`config.mk`:
```
export PLATFORM = sky130hd
export DESIGN_NAME = cla_pipe_adder16
export DESIGN_NICKNAME = d
export VERILOG_FILES = /design/src/rtl/cla_pkg.sv /design/src/rtl/cla_lookahead4.sv /design/src/rtl/cla_pipe_adder16.sv
export SDC_FILE = /design/constraint.sdc
export NUM_CORES = 1
export LEC_CHECK = 0
export BUFFER_PORTS_ARGS = -buffer_cell sky130_fd_sc_hd__buf_2
export CORE_UTILIZATION = 60
export CTS_CLUSTER_SIZE = 16
export DETAILED_ROUTE_END_ITERATION = 7
export HOLD_SLACK_MARGIN = 0.1
export PLACE_DENSITY = 0.85
export SYNTH_ARGS = -nofsm -noshare
export SYNTH_HDL_FRONTEND = slang
export SYNTH_HIERARCHICAL = 1
export SYNTH_SLANG_ARGS = --single-unit
```
`constraint.sdc`:
```
create_clock -name clk -period 5.5 [get_ports clk]
set_input_delay 0.275 -clock clk [delete_from_list [all_inputs] [get_ports clk]]
set_output_delay 0.275 -clock clk [all_outputs]
set_load 0.01 [all_outputs]
```
`src/rtl/cla_pkg.sv`:
```
// Shared widths, the group propagate/generate pair and the group P/G reduction
// used by the 16-bit two-stage lookahead adder.
package cla_pkg;

    localparam int DATA_W = 16;
    localparam int GRP_W  = 4;
    localparam int N_GRP  = 4;

    typedef struct packed {
        logic p;
        logic g;
    } pg_t;

    // Block propagate/generate of a 4-bit slice; bit 0 is the least significant.
    function automatic pg_t group_pg(input logic [GRP_W-1:0] p, input logic [GRP_W-1:0] g);
        pg_t r;
        r.p = &p;
        r.g = g[3]
            | (p[3] & g[2])
            | (p[3] & p[2] & g[1])
            | (p[3] & p[2] & p[1] & g[0]);
        return r;
    endfunction

endpackage

```
`src/rtl/cla_lookahead4.sv`:
```
// 4-wide carry-lookahead unit: internal carries 1..3, carry-out and block P/G.
// Purely combinational; no state, no handshake.
module cla_lookahead4
    import cla_pkg::*;
(
    input  pg_t [GRP_W-1:0] pg,
    input  logic            c_in,
    output logic [GRP_W-2:0] c,
    output logic            c_out,
    output pg_t             blk
);

    logic [GRP_W-1:0] p;
    logic [GRP_W-1:0] g;

    always_comb begin
        for (int k = 0; k < GRP_W; k++) begin
            p[k] = pg[k].p;
            g[k] = pg[k].g;
        end
    end

    always_comb begin
        c[0]  = g[0] | (p[0] & c_in);
        c[1]  = g[1] | (p[1] & g[0]) | (p[1] & p[0] & c_in);
        c[2]  = g[2] | (p[2] & g[1]) | (p[2] & p[1] & g[0]) | (p[2] & p[1] & p[0] & c_in);
        blk   = group_pg(p, g);
        c_out = blk.g | (blk.p & c_in);
    end

endmodule

```
`src/rtl/cla_pipe_adder16.sv`:
```
// Two-stage pipelined 16-bit lookahead adder with tag sideband; CLA_OVF_EN adds a signed overflow output.
// Latency 2 cycles from accept to out_valid, one op per cycle when out_ready stays high.
// Backpressure: stall S2 while out_valid & !out_ready; in_ready = !s1_valid | s2 advance.
module cla_pipe_adder16
    import cla_pkg::*;
#(
    parameter int TAG_W = 4
) (
    input  logic              clk,
    input  logic              rst,
    input  logic              in_valid,
    output logic              in_ready,
    input  logic [DATA_W-1:0] a,
    input  logic [DATA_W-1:0] b,
    input  logic              c_in,
    input  logic [TAG_W-1:0]  in_tag,
    output logic              out_valid,
    input  logic              out_ready,
    output logic [DATA_W-1:0] sum,
    output logic              c_out,
    output logic [TAG_W-1:0]  out_tag
`ifdef CLA_OVF_EN
    ,
    output logic              ovf
`endif
);

    logic                    s1_valid;
    logic [DATA_W-1:0]       s1_p;
    logic [DATA_W-1:0]       s1_g;
    pg_t  [N_GRP-1:0]        s1_grp;
    logic                    s1_cin;
    logic [TAG_W-1:0]        s1_tag;

    logic                    s2_valid;
    logic [DATA_W-1:0]       s2_sum;
    logic                    s2_cout;
    logic [TAG_W-1:0]        s2_tag;

    logic                    s1_advance;
    logic                    s2_advance;

    logic [DATA_W-1:0]       in_p;
    logic [DATA_W-1:0]       in_g;
    pg_t  [N_GRP-1:0]        in_grp;

    logic [N_GRP-2:0]        grp_c;
    logic                    c16;
    pg_t                     top_blk;
    logic [N_GRP-1:0]        grp_cin;
    logic [N_GRP-1:0]        grp_cout;
    pg_t  [N_GRP-1:0]        grp_blk;
    logic [DATA_W-1:0]       carry;
    logic [DATA_W-1:0]       sum_nxt;

    assign s2_advance = !s2_valid || out_ready;
    assign s1_advance = !s1_valid || s2_advance;
    assign in_ready   = s1_advance;

    assign in_p = a ^ b;
    assign in_g = a & b;

    always_comb begin
        for (int i = 0; i < N_GRP; i++) begin
            in_grp[i] = group_pg(in_p[i*GRP_W +: GRP_W], in_g[i*GRP_W +: GRP_W]);
        end
    end

    always_ff @(posedge clk or posedge rst) begin
        if (rst) begin
            s1_valid <= 1'b0;
            s1_p     <= '0;
            s1_g     <= '0;
            s1_grp   <= '0;
            s1_cin   <= 1'b0;
            s1_tag   <= '0;
        end else if (s1_advance) begin
            s1_valid <= in_valid;
            if (in_valid) begin
                s1_p   <= in_p;
                s1_g   <= in_g;
                s1_grp <= in_grp;
                s1_cin <= c_in;
                s1_tag <= in_tag;
            end
        end
    end

    // Second lookahead level: group carries c4, c8, c12 and c16 from group P/G.
    cla_lookahead4 u_top (
        .pg    (s1_grp),
        .c_in  (s1_cin),
        .c     (grp_c),
        .c_out (c16),
        .blk   (top_blk)
    );

    assign grp_cin = {grp_c, s1_cin};

    for (genvar j = 0; j < N_GRP; j++) begin : g_grp
        pg_t [GRP_W-1:0] bit_pg;

        for (genvar k = 0; k < GRP_W; k++) begin : g_bit
            assign bit_pg[k] = pg_t'{p: s1_p[j*GRP_W+k], g: s1_g[j*GRP_W+k]};
        end

        assign carry[j*GRP_W] = grp_cin[j];

        cla_lookahead4 u_grp (
            .pg    (bit_pg),
            .c_in  (grp_cin[j]),
            .c     (carry[j*GRP_W+1 +: GRP_W-1]),
            .c_out (grp_cout[j]),
            .blk   (grp_blk[j])
        );
    end

    // Slice carry-outs and block P/G duplicate the top-level carries and are not needed.
    logic unused_lookahead;
    assign unused_lookahead = ^{grp_cout, grp_blk, top_blk};

    assign sum_nxt = s1_p ^ carry;

`ifdef CLA_OVF_EN
    logic s2_ovf;
`endif

    always_ff @(posedge clk or posedge rst) begin
        if (rst) begin
            s2_valid <= 1'b0;
            s2_sum   <= '0;
            s2_cout  <= 1'b0;
            s2_tag   <= '0;
`ifdef CLA_OVF_EN
            s2_ovf   <= 1'b0;
`endif
        end else if (s2_advance) begin
            s2_valid <= s1_valid;
            if (s1_valid) begin
                s2_sum  <= sum_nxt;
                s2_cout <= c16;
                s2_tag  <= s1_tag;
`ifdef CLA_OVF_EN
                s2_ovf  <= carry[DATA_W-1] ^ c16;
`endif
            end
        end
    end

    assign out_valid = s2_valid;
    assign sum       = s2_sum;
    assign c_out     = s2_cout;
    assign out_tag   = s2_tag;
`ifdef CLA_OVF_EN
    assign ovf       = s2_ovf;
`endif

endmodule

```
### Word-level counts from Yosys, hierarchy flattened

Index checks and enable logic that the tools add are counted.

| cells by class | value |
|---|---|
| add/subtract/negate cells | 0 |
| multipliers | 0 |
| divide/modulo/power cells | 0 |
| order comparisons | 0 |
| eq/ne operators | 0 |
| shift-type cells | 0 |
| multiplexer cells | 0 |
| bitwise operators | 120 |
| reduce and logical (&&, ||, !) cells | 11 |

Operator list:

| kind | number |
|---|---|
| $and A1 B1 Y1 | 71 |
| $or A1 B1 Y1 | 46 |
| $xor A16 B16 Y16 | 2 |
| $reduce_and A4 Y1 | 5 |
| $and A16 B16 Y16 | 1 |
| $reduce_and A2 Y1 | 2 |
| $logic_not A1 Y1 | 2 |
| $logic_or A1 B1 Y1 | 2 |

| word-level totals | value |
|---|---|
| flip-flop bits (word level) | 67 |
| latch bits | 0 |
| memory bits (writable) | 0 |
| memory bits (read-only) | 0 |
| input port bits | 41 |
| output and inout bits | 23 |
| logic and storage cells | 148 |
| memories kept | 0 |

### Logic depth before layout (Yosys ltp)

| depth | value |
|---|---|
| depth in word-level cells | 7 |
| mapped depth | 10 |
| mapped depth without buffers | 10 |

### Hierarchy

The synthesis kept the hierarchy.

By module, submodules not included:

| module | times used | cells an instance | area each (sq um) |
|---|---|---|---|
| cla_pipe_adder16 | 1 | 205 | 3171.8 |
| cla_lookahead4 | 5 | 10 | 60.1 |

### Least setup slack after synthesis

OpenSTA, ideal clock, no wires.

| timing path | value |
|---|---|
| kind | register to register |
| start | register s1_cin |
| end | register s2_sum[15], in the netlist sum[15] |
| data arrival time | 1.979 ns |
| data required time | 5.375 ns |
| slack | 3.397 ns |
| cell stages (with the launch flop) | 11 |
| clock period less this slack | 2.103 ns |
| path through | dfrtp_1 -> a21o_1 -> a21oi_2 -> inv_2 -> a21o_1 -> a21o_1 -> a21oi_2 -> inv_2 -> a21o_1 -> xor2_1 -> mux2_2 |

| between the ends | value |
|---|---|
| cells in the longest elaborated chain, start to end | 5 |

RTL lines:

| what | RTL line | RTL |
|---|---|---|
| from (decl) | cla_pipe_adder16.sv:32 | `logic s1_cin;` |
| from (signal assigned) | cla_pipe_adder16.sv:83 | `s1_cin <= c_in;` |
| $and A1 B1 Y1 | cla_lookahead4.sv:26 | `c[2] = g[2] \| (p[2] & g[1]) \| (p[2] & p[1] & g[0]) \| (p[2] & p[1] & p[0] & c_in);` |
| $or A1 B1 Y1 | cla_lookahead4.sv:26 |  |
| named net carry[12] | cla_pipe_adder16.sv:53 | `logic [DATA_W-1:0] carry;` |
| $and A1 B1 Y1 | cla_lookahead4.sv:26 |  |
| $or A1 B1 Y1 | cla_lookahead4.sv:26 |  |
| named net carry[15] | cla_pipe_adder16.sv:53 |  |
| $xor A16 B16 Y16 | cla_pipe_adder16.sv:122 | `assign sum_nxt = s1_p ^ carry;` |
| to (signal assigned) | cla_pipe_adder16.sv:140 | `s2_sum <= sum_nxt;` |
| to (decl) | cla_pipe_adder16.sv:36 | `logic [DATA_W-1:0] s2_sum;` |

The timed path passes the listed nets, and every way through them passes these cells.
A chain may end at the register's enable or synchronous reset.

### Final worst setup path

Ends and elaborated chain as after synthesis.

==> Implementation_results.wiki <==
{| class="wikitable"
! Metric !! Value
|-
| Yosys synthesis warning count || 6
|-
| Num CTS Buffers || 9
|-
| Setup Viol. Count Final || 0
|-
| Via density per instance || 5.40
|-
| # Post-CTS Setup Buffers || 0
|-
| Synth-to-Final Area Change || 14.9%
|-
| Critical Path Start Type || register
|-
| Maximum buffer depth of the clock tree || 2
|-
| Total Routing Usage GR || 21.9%
|-
| Unrepaired setup endpoints after global routing || no
|-
| Final ANT Viol Nets || 0
|-
| Average routed wire per standard cell || 15.2 um
|-
| Max-slew violations || 0
|-
| Worst-Margin Slew || 0.931 ns
|-
| Die outline width || 74.7 um
|-
| Insertion delay of the later-clocked pin in the worst-skew pair || 0.33 ns
|-
| Maximum clock frequency || 429 MHz
|-
| Count of unresolved DRC violations after routing || 0
|-
| CP required || 5.71 ns
|-
| Placed wire-length estimate after detailed placement || 3760 um
|-
| Starting density of the core || 62.0%
|-
| Final critical path time including I/O delays and setup || 2.33 ns
|-
| Post-layout utilization of the core || 71.2%
|-
| Clock Root Buffer || sky130_fd_sc_hd__clkbuf_8
|-
| Hold Path Class || input pin to async pin
|-
| Fin nets || 345
|-
| Crit Path Max Fanout || 4
|-
| Clock transition at path regs || 0.06 ns
|-
| Final-layout setup total negative slack || 0 ns
|-
| Slowest CP cell || sky130_fd_sc_hd__dfrtp_1
|-
| Final antenna diode count || 0
|-
| Post_cts resized || 0
|-
| Detailed-router iteration count before antenna repair || 4
|-
| Routability Congestion || 0.772
|-
| Max Clock Skew || 0.00425 ns
|-
| GRT overflow || 0
|-
| Syn Area/Cell || 14.4 sq um
|-
| Cell area power density || 383 nW/um^2
|-
| Maximum number of pins on one net before global-route repair || 65
|-
| Maximum VDD drop || 0.198 mV
|-
| Number of antenna violations at the first check in global routing || 0
|-
| Overall via count from detail_route || 1948
|-
| Count of final hold-check violations || 0
|-
| Mapped Area || 3170 sq um
|-
| Fillcell total || 366
|-
| Arr. time, crit path || 2.54 ns
|-
| Static Leak || 1.85 nW
|-
| Worst rel slew slack || 37.8%
|-
| Total of buffers placed on input and output ports || 63
|-
| CTS hold repair buffers || 0
|-
| Final design area excluding fillers || 3640 sq um
|-
| Worst stage delay on the critical path || 0.41 ns
|-
| Most repeated library cell on the critical path || sky130_fd_sc_hd__a21o_1
|-
| Area of the die || 5570 sq um
|-
| Share of the clock period used by the worst path || 42.4%
|-
| Count of max-cap constraint violations || 0
|-
| First-pass GRT wire length || 8740 um
|-
| Deepest level of the CTS H-tree || 3
|-
| Synthesized netlist net count || 277
|-
| Number of cells produced by synthesis || 220
|-
| Placed cell area || 3480 sq um
|-
| Crit-path cells || a21o_1 -> a21oi_2 -> inv_2 -> a21o_1 -> a21o_1 -> a21oi_2 -> inv_2 -> a21o_1 -> xor2_1 -> mux2_2
|-
| Status || completed
|-
| Core Footprint || 5110 sq um
|-
| Post-Place Worst Slack || 3.25 ns
|-
| Count of boundary I/O pins || 64
|-
| Worst Setup End Kind || register
|-
| Vias in the first global route || 1905
|-
| TritonCTS clock tree || built
|-
| Ratio of cells with drive above 1 in the final layout || 48.8%
|-
| Class of the most critical setup path || register to register
|-
| Sink count of the clock tree || 64
|-
| Worst setup slack after layout || 3.17 ns
|-
| Drt initial violations || 64
|-
| Standard-cell rows || 26
|-
| Height of the chip || 74.7 um
|-
| Overall routed net length || 5470 um
|}
-- worst paths after layout --
path | cells after the start | start | slack (ns) | to
setup / recovery | 10 | s1_cin$_DFFE_PP0P_ | 3.17 | sum[15]$_DFFE_PP0P_
hold / removal | 3 | rst | 0.15 | s1_tag[0]$_DFFE_PP0P_
setup reg to reg | 10 | s1_cin$_DFFE_PP0P_ | 3.17 | sum[15]$_DFFE_PP0P_
hold reg to reg | 1 | sum[12]$_DFFE_PP0P_ | 0.50 | sum[12]$_DFFE_PP0P_
max in group asynchronous | 3 | rst | 4.83 | s1_p[11]$_DFFE_PP0P_
min in group clk | 2 | in_tag[2] | 0.17 | s1_tag[2]$_DFFE_PP0P_
-- metal layers --
| layer | wire length [um] | global-route usage (%) | vias to the layer above | share of wire, % |
|---|---|---|---|---|
| li1 | - | - | 920 | - |
| met1 | 2420 | 26.3 | 962 | 44 |
| met2 | 2720 | 35.1 | 51 | 50 |
| met3 | 180 | 5.49 | 15 | 3.3 |
| met4 | 158 | 14.7 | 0 | 2.9 |
| met5 | 0 | 0 | - | 0 |
-- flip-flops by register name, summed over array words and instances, names as in the netlist --
name       flops
c_out          1
out_tag        4
out_valid      1
s1_cin         1
s1_g          12
s1_grp         8
s1_p          16
s1_tag         4
s1_valid       1
sum           16
-- per-stage QoR --
| stage | hold slack, ns | power [mW] | std cells |
|---|---|---|---|
| final | 0.154 | 1.39 | 361 |
| after global routing | 0.162 | 1.48 | 361 |
| after CTS | 0.158 | 1.41 | 361 |
| after detailed placement | 0.488 | 1.08 | 347 |
| after global placement | 0.484 | 1.06 | 347 |
| after floorplan | 0.383 | 0.946 | 220 |
-- placed cells by master, fill, tap and decap left out, types with 3 or more instances in the layout --
master and count:
sky130_fd_sc_hd__a21o_1 14, sky130_fd_sc_hd__a21oi_1 5, sky130_fd_sc_hd__a21oi_2 5, sky130_fd_sc_hd__a31oi_1 4
sky130_fd_sc_hd__a41oi_1 4, sky130_fd_sc_hd__buf_2 63, sky130_fd_sc_hd__clkbuf_1 3, sky130_fd_sc_hd__clkbuf_8 10
sky130_fd_sc_hd__dfrtp_1 64, sky130_fd_sc_hd__ha_1 16, sky130_fd_sc_hd__inv_1 4, sky130_fd_sc_hd__inv_2 6
sky130_fd_sc_hd__mux2_2 25, sky130_fd_sc_hd__mux2_4 29, sky130_fd_sc_hd__mux2i_1 4, sky130_fd_sc_hd__nand2_1 7
sky130_fd_sc_hd__nand2b_1 3, sky130_fd_sc_hd__nand4_1 4, sky130_fd_sc_hd__xor2_1 16
-- critical path: cells and delay by family (launching register included) --
family | cells | cell delay (ns)
AOI/OAI and AO/OA | 6 | 1.23
DFF | 1 | 0.41
muxes | 1 | 0.27
buffers and inverters | 2 | 0.14
xor gates and xnor gates | 1 | 0.16
-- power breakdown --
part	internal [mW]	total, mW	switching, mW	leakage, nW
registers	0.589	0.660	0.0709	0.766
clock network	0.171	0.327	0.156	0.0794
logic	0.225	0.407	0.182	1.00
total	0.984	1.39	0.409	1.85
-- layout make-up --
type	instances	area, sq um	share of cell area (%)
Inverter	10	37.5	1.03
Timing Repair Buffer	64	323	8.87
Clock inverter	1	5.00	0.138
Multi-Input combinational cell	139	1440	39.4
Clock buffer	13	149	4.09
Sequential cell	64	1600	44.0
Tap cell	70	87.6	2.41
(Power assumes the default switching activity.)
